==> src/rtl/cache_ctrl_plru.sv <==
// Set-associative cache controller: tag/valid/tree-PLRU storage, lookup, miss refill and flush.
// state  | meaning
// IDLE   | ready for a request or flush
// LOOKUP | compare latched tag against the set; hit completes, miss picks a victim
// REFILL | memory line requested, waiting for mem_valid
// FLUSH  | clearing one set per cycle
module cache_ctrl_plru #(
  parameter int ADDR_SIZE  = 32,
  parameter int NUM_SETS   = 16,
  parameter int NUM_WAYS   = 4,
  parameter int BLOCK_SIZE = 32,
  localparam int OFS = $clog2(BLOCK_SIZE/4),
  localparam int SET = $clog2(NUM_SETS),
  localparam int WAY = $clog2(NUM_WAYS),
  localparam int TAG = ADDR_SIZE - SET - OFS
) (
  input  logic                 clk,
  input  logic                 rstn,
  input  logic                 cpu_req,
  input  logic                 cpu_we,
  input  logic [ADDR_SIZE-1:0] cpu_addr,
  output logic                 cpu_ready,
  output logic                 cpu_done,
  output logic                 cpu_hit,
  input  logic                 flush,
  output logic [WAY-1:0]       way,
  output logic [SET-1:0]       set,
  output logic [TAG-1:0]       tag,
  output logic                 data_we,
  output logic                 refill,
  output logic                 mem_req,
  output logic [ADDR_SIZE-1:0] mem_addr,
  input  logic                 mem_valid
);

  typedef enum logic [1:0] {S_IDLE, S_LOOKUP, S_REFILL, S_FLUSH} state_t;

  state_t              state_q, state_d;
  logic [TAG-1:0]      tag_q;
  logic [SET-1:0]      set_q;
  logic [SET-1:0]      fcnt_q;
  logic                we_q;
  logic                refilled_q;
  logic [WAY-1:0]      way_q;
  logic [WAY-1:0]      victim_q;
  logic [NUM_WAYS-1:0] valid_q [NUM_SETS];
  logic [NUM_WAYS-2:0] plru_q  [NUM_SETS];
  logic [TAG-1:0]      tag_mem [NUM_SETS][NUM_WAYS];

  logic                hit;
  logic [WAY-1:0]      hit_way;
  logic                inv_found;
  logic [WAY-1:0]      inv_way;
  logic [WAY-1:0]      plru_way;
  logic [WAY-1:0]      victim;
  logic [NUM_WAYS-2:0] plru_row;
  logic                pb;
  int                  pnode;

  // The line offset never reaches the controller's decisions.
  logic unused_ofs;
  assign unused_ofs = ^cpu_addr[OFS-1:0];

  // Heap-ordered tree: node n has children 2n+1 (lower half) and 2n+2 (upper half).
  function automatic logic [NUM_WAYS-2:0] plru_touch(input logic [NUM_WAYS-2:0] row,
                                                     input logic [WAY-1:0] w);
    int   node;
    logic b;
    plru_touch = row;
    node = 0;
    for (int l = 0; l < WAY; l++) begin
      b = w[WAY-1-l];
      for (int n = 0; n < NUM_WAYS-1; n++)
        if (n == node) plru_touch[n] = ~b;
      node = 2*node + 1 + int'(b);
    end
  endfunction

  always_comb begin
    hit       = 1'b0;
    hit_way   = '0;
    inv_found = 1'b0;
    inv_way   = '0;
    for (int i = NUM_WAYS-1; i >= 0; i--) begin
      if (valid_q[set_q][i] && tag_mem[set_q][i] == tag_q) begin
        hit     = 1'b1;
        hit_way = WAY'(i);
      end
      if (!valid_q[set_q][i]) begin
        inv_found = 1'b1;
        inv_way   = WAY'(i);
      end
    end
    plru_row = plru_q[set_q];
    plru_way = '0;
    pnode    = 0;
    pb       = 1'b0;
    for (int l = 0; l < WAY; l++) begin
      pb = 1'b0;
      for (int n = 0; n < NUM_WAYS-1; n++)
        if (n == pnode) pb = plru_row[n];
      plru_way[WAY-1-l] = pb;
      pnode = 2*pnode + 1 + int'(pb);
    end
    victim = inv_found ? inv_way : plru_way;
  end

  always_comb begin
    state_d   = state_q;
    cpu_ready = 1'b0;
    cpu_done  = 1'b0;
    cpu_hit   = 1'b0;
    data_we   = 1'b0;
    refill    = 1'b0;
    mem_req   = 1'b0;
    way       = way_q;
    case (state_q)
      S_IDLE: begin
        cpu_ready = 1'b1;
        if (flush)        state_d = S_FLUSH;
        else if (cpu_req) state_d = S_LOOKUP;
      end
      S_LOOKUP: begin
        if (hit) begin
          cpu_done = 1'b1;
          cpu_hit  = ~refilled_q;
          way      = hit_way;
          data_we  = we_q;
          state_d  = S_IDLE;
        end else begin
          state_d = S_REFILL;
        end
      end
      S_REFILL: begin
        mem_req = 1'b1;
        if (mem_valid) begin
          data_we = 1'b1;
          refill  = 1'b1;
          way     = victim_q;
          state_d = S_LOOKUP;
        end
      end
      S_FLUSH: if (fcnt_q == SET'(NUM_SETS-1)) state_d = S_IDLE;
      default: state_d = S_IDLE;
    endcase
  end

  always_ff @(posedge clk) begin
    if (!rstn) begin
      state_q    <= S_IDLE;
      tag_q      <= '0;
      set_q      <= '0;
      fcnt_q     <= '0;
      we_q       <= 1'b0;
      refilled_q <= 1'b0;
      way_q      <= '0;
      victim_q   <= '0;
      for (int s = 0; s < NUM_SETS; s++) begin
        valid_q[s] <= '0;
        plru_q[s]  <= '0;
      end
    end else begin
      state_q <= state_d;
      way_q   <= way;
      case (state_q)
        S_IDLE: begin
          if (flush) begin
            fcnt_q <= '0;
          end else if (cpu_req) begin
            {tag_q, set_q} <= cpu_addr[ADDR_SIZE-1:OFS];
            we_q           <= cpu_we;
            refilled_q     <= 1'b0;
          end
        end
        S_LOOKUP: begin
          if (hit) plru_q[set_q] <= plru_touch(plru_q[set_q], hit_way);
          else     victim_q      <= victim;
        end
        S_REFILL: begin
          if (mem_valid) begin
            valid_q[set_q][victim_q] <= 1'b1;
            refilled_q               <= 1'b1;
          end
        end
        S_FLUSH: begin
          valid_q[fcnt_q] <= '0;
          plru_q[fcnt_q]  <= '0;
          fcnt_q          <= fcnt_q + 1'b1;
        end
        default: ;
      endcase
    end
  end

  // Tag storage carries no reset; valid bits alone decide whether an entry counts.
  always_ff @(posedge clk) begin
    if (rstn && state_q == S_REFILL && mem_valid)
      tag_mem[set_q][victim_q] <= tag_q;
  end

  assign set      = set_q;
  assign tag      = tag_q;
  assign mem_addr = {tag_q, set_q, {OFS{1'b0}}};

endmodule

==> config.mk <==
export PLATFORM = sky130hd
export DESIGN_NAME = cache_ctrl_plru
export DESIGN_NICKNAME = d
export VERILOG_FILES = /design/src/rtl/cache_ctrl_plru.sv
export SDC_FILE = /design/constraint.sdc
export NUM_CORES = 2
export LEC_CHECK = 0
export BUFFER_PORTS_ARGS = -buffer_cell sky130_fd_sc_hd__buf_2
export CAP_MARGIN = 20
export CORE_MARGIN = 1.5
export CORE_UTILIZATION = 61
export DETAILED_ROUTE_END_ITERATION = 6
export MAX_ROUTING_LAYER = met4
export PLACE_DENSITY_LB_ADDON = 0.08
export SETUP_SLACK_MARGIN = 0.4
export SKIP_CTS_REPAIR_TIMING = 1
export SYNTH_ARGS = -nofsm -noshare
export SYNTH_HDL_FRONTEND = slang
export SYNTH_SLANG_ARGS = --single-unit
==> constraint.sdc <==
create_clock -name clk -period 8.35 [get_ports clk]
set_clock_uncertainty 0.1 [all_clocks]
set_input_delay 0.835 -clock clk [delete_from_list [all_inputs] [get_ports clk]]
set_output_delay 0.835 -clock clk [all_outputs]
set_load 0.01 [all_outputs]
==> flow_summary.toml <==
[critical_path]
cp-end-kind = "output port"
cp-start-kind = "register"
worst-r2r-cell-count = 12
endpoint = "way[0]"
ff2ff_setup_slack_ns = 2.21
arrival_ns = 6.23
worst-setup-path-type = "reg2out"
worstPathRequired_ns = 7.41
crit_fanout = 33
r2r_end = "plru_q[4][2]$_SDFFCE_PN0P_"

[timing]
post-route-min-period_ns = 7.17
relSlewSlack_pct = 21.3
hold_viol = 0
worstMarginPinSlew_ns = 1.18
whs_ns = 0.210
fin_setup_tns_ns = 0
fin_crit_sh_pct = 85.9
max_freq_mhz = 139
drv_slew = 0
finalSetupViolCount = 0
rsz0062_at_grt = "no"

[logic_synthesis]
synth_compound_area_share_pct = 3.07
yosys_register_bits = 1757
ys.flop_type = "edfxtp_1"
ys_top_cells_by_count = "1,712 x edfxtp_1, 373 x mux4_2, 236 x mux2i_1, 194 x nor2_1, 160 x nand2_1"
synth.cell_area_mm2 = 0.0706
ys_warn_count = 0
yosysTopAreaCell = "edfxtp_1"
synth-xor-area-share_pct = 1.71
synth.top_cells.by_area = "edfxtp_1 73%, mux4_2 12%, mux2i_1 3.3%, dfxtp_1 1.3%, xnor2_1 1.2%"
ys_async_sr_fraction_pct = 0
yosysTopAreaCellShare_pct = 72.8
avgSynthCellArea_um2 = 19.3
muxShareOfSynthArea_pct = 15.5
synthCells = 3668
post-synth-top-count-cell = "edfxtp_1"
synthAdderAreaFrac_pct = 0.0886
synth_edf_count = 1712
synth_seq_area_share_pct = 74.1
synth_top_family_by_area = "multiplexers"
ys_types = 76
synth_simple_gate_area_share_pct = 3.46

[cells_and_area]
fin_area_mm2 = 0.0787
fillers = 7146
multiInputGateArea_mm2 = 0.0172
drive_gt1_share_pct = 24.6
layout.area.seq_mm2 = 0.0524
area_growth_pct = 11.4
fin_nets = 3861

[power_and_ir_drop]
p_total_mw = 19.4
ir_worst_vdd_mv = 0.214
p_leak_nw = 24.8
power_density_mw_per_mm2 = 247

[global_routing]
grt_pass1_vias = 36800
grt_first_pass_wirelength_um = 254000
grtUsageTotal_pct = 31.5
grt_max_degree = 93
gr-total-overflow = 0
antenna_found_initial = 2

[clocking]
cts_buffers = 172
cts.sinks = 1757
clock_latency_ns = 0.78
cts.path.max_buffers = 3
tritoncts = "yes"
root_buffer = "clkbuf_16"
htreeDepth = 4
clk_pin_slew_ns = 0.06

[place]
gp_congestion = 0.861
place.port_buffers = 100
post_dp_cell_area_mm2 = 0.0732
dpl.hpwl_um = 101000

[floorplan]
core-area_mm2 = 0.115
die_h_um = 343
start_util_pct = 61.6
rows = 124
dieArea_mm2 = 0.118
die_w_um = 343
ioPinCount = 107

[run]
drv_cap = 0

[drt]
postRouteAntennaNets = 0
wire_per_inst_um = 32.3
routed_wl_um = 176000
drcViolationCount = 0
vias_per_cell = 6.69
vias = 36500
drtIter0Drc = 4560
drt_pass1_iterations = 7

[worst_hold_path]
hp-class = "in2reg"

[outcome]
status = "finished clean"
==> placed cells by master (no fill, tap or decap), drive strengths merged, types with 11 or more instances in the layout <==
cell	count
a22oi	50
dfxtp	45
nand3	37
nor2	205
inv	18
xnor2	98
edfxtp	1712
o21ai	88
a22o	22
mux4	373
a221oi	23
a31oi	13
and3	15
clkbuf	219
a21oi	75
nand2	160
mux2	14
nand4	14
xor2	40
buf	241
clkinv	72
nand2b	18
nor3	12
mux2i	236
and2	11
nor2b	21
==> worst max-delay path: stages (launching register included) <==
cell and delay [ns]:
dfxtp_4 0.95, buf_4 0.49, and2_1 0.67, buf_4 0.38, a22oi_1 0.15, a21oi_1 0.13
o21ai_0 0.09, or4_1 0.52, a222oi_1 0.42, nand4b_1 0.58, nand4_1 0.49, a21bo_2 0.20
nand2_1 0.09, buf_2 0.17
==> report_power, final <==
part           leakage [nW]  total [mW]  switching (mW)  internal, mW
sequential             16.3        10.1           0.224          9.89
combinational          6.01        2.05            1.24         0.807
clock                  2.53        7.24            3.17          4.06
total                  24.8        19.4            4.64          14.8
==> final cells by class <==
class	instances	share of cell area, %
diodes	3	0.00954
clock buffers	218	5.89
clock inverters	86	0.709
inverters	14	0.0716
multi-input cells	1631	21.8
flip-flops and latches	1757	66.6
well taps	1512	2.40
repair buffers	242	2.49
==> layer usage <==
metal  part of all wire, %  vias up  track usage [%]
met2                    49     1797             49.4
li1                      -    15100                -
met1                    40    19300             43.3
met3                   7.9      324             4.60
met5                     0        -                -
met4                   3.3        0             10.4
==> stage by stage <==
step	instances	worst slack (ns)	utilization, %
floorplan	3670	3.89	-
global placement	5132	2.12	63.7
detailed placement	5143	2.17	63.9
CTS	5447	1.31	68.4
global route	5462	1.06	68.6
finish	5463	1.18	68.6
==> flip-flops by register name, summed over array words and instances, names as in the netlist, named ones only <==
register and count:
we_q 1, plru_q 48, valid_q 64, state_q 2, fcnt_q 4, tag 25
way_q 2, refilled_q 1, tag_mem 1600, victim_q 2, set 4
==> how the worst min path moves through the flow <==
stage / startpoint / to / cells past startpoint
after global placement: we_q$_SDFFE_PN0P_ / we_q$_SDFFE_PN0P_ / 2
after global routing: cpu_addr[28] / tag[21]$_SDFFE_PN0P_ / 3
after floorplan: we_q$_SDFFE_PN0P_ / we_q$_SDFFE_PN0P_ / 2
after CTS: cpu_addr[24] / tag[17]$_SDFFE_PN0P_ / 3
final: cpu_addr[28] / tag[21]$_SDFFE_PN0P_ / 3
after detailed placement: we_q$_SDFFE_PN0P_ / we_q$_SDFFE_PN0P_ / 2
==> logic make-up after synthesis <==
group / after synthesis
XOR/XNOR: 138
adder cells (fa/ha/maj): 5
buffers and inverters: 282
other: 1
flip-flops: 1757
multiplexers: 623
AND/OR/NAND/NOR: 532
AO/OA/AOI/OAI: 330
No activity file was read; power rests on OpenSTA's default activity.
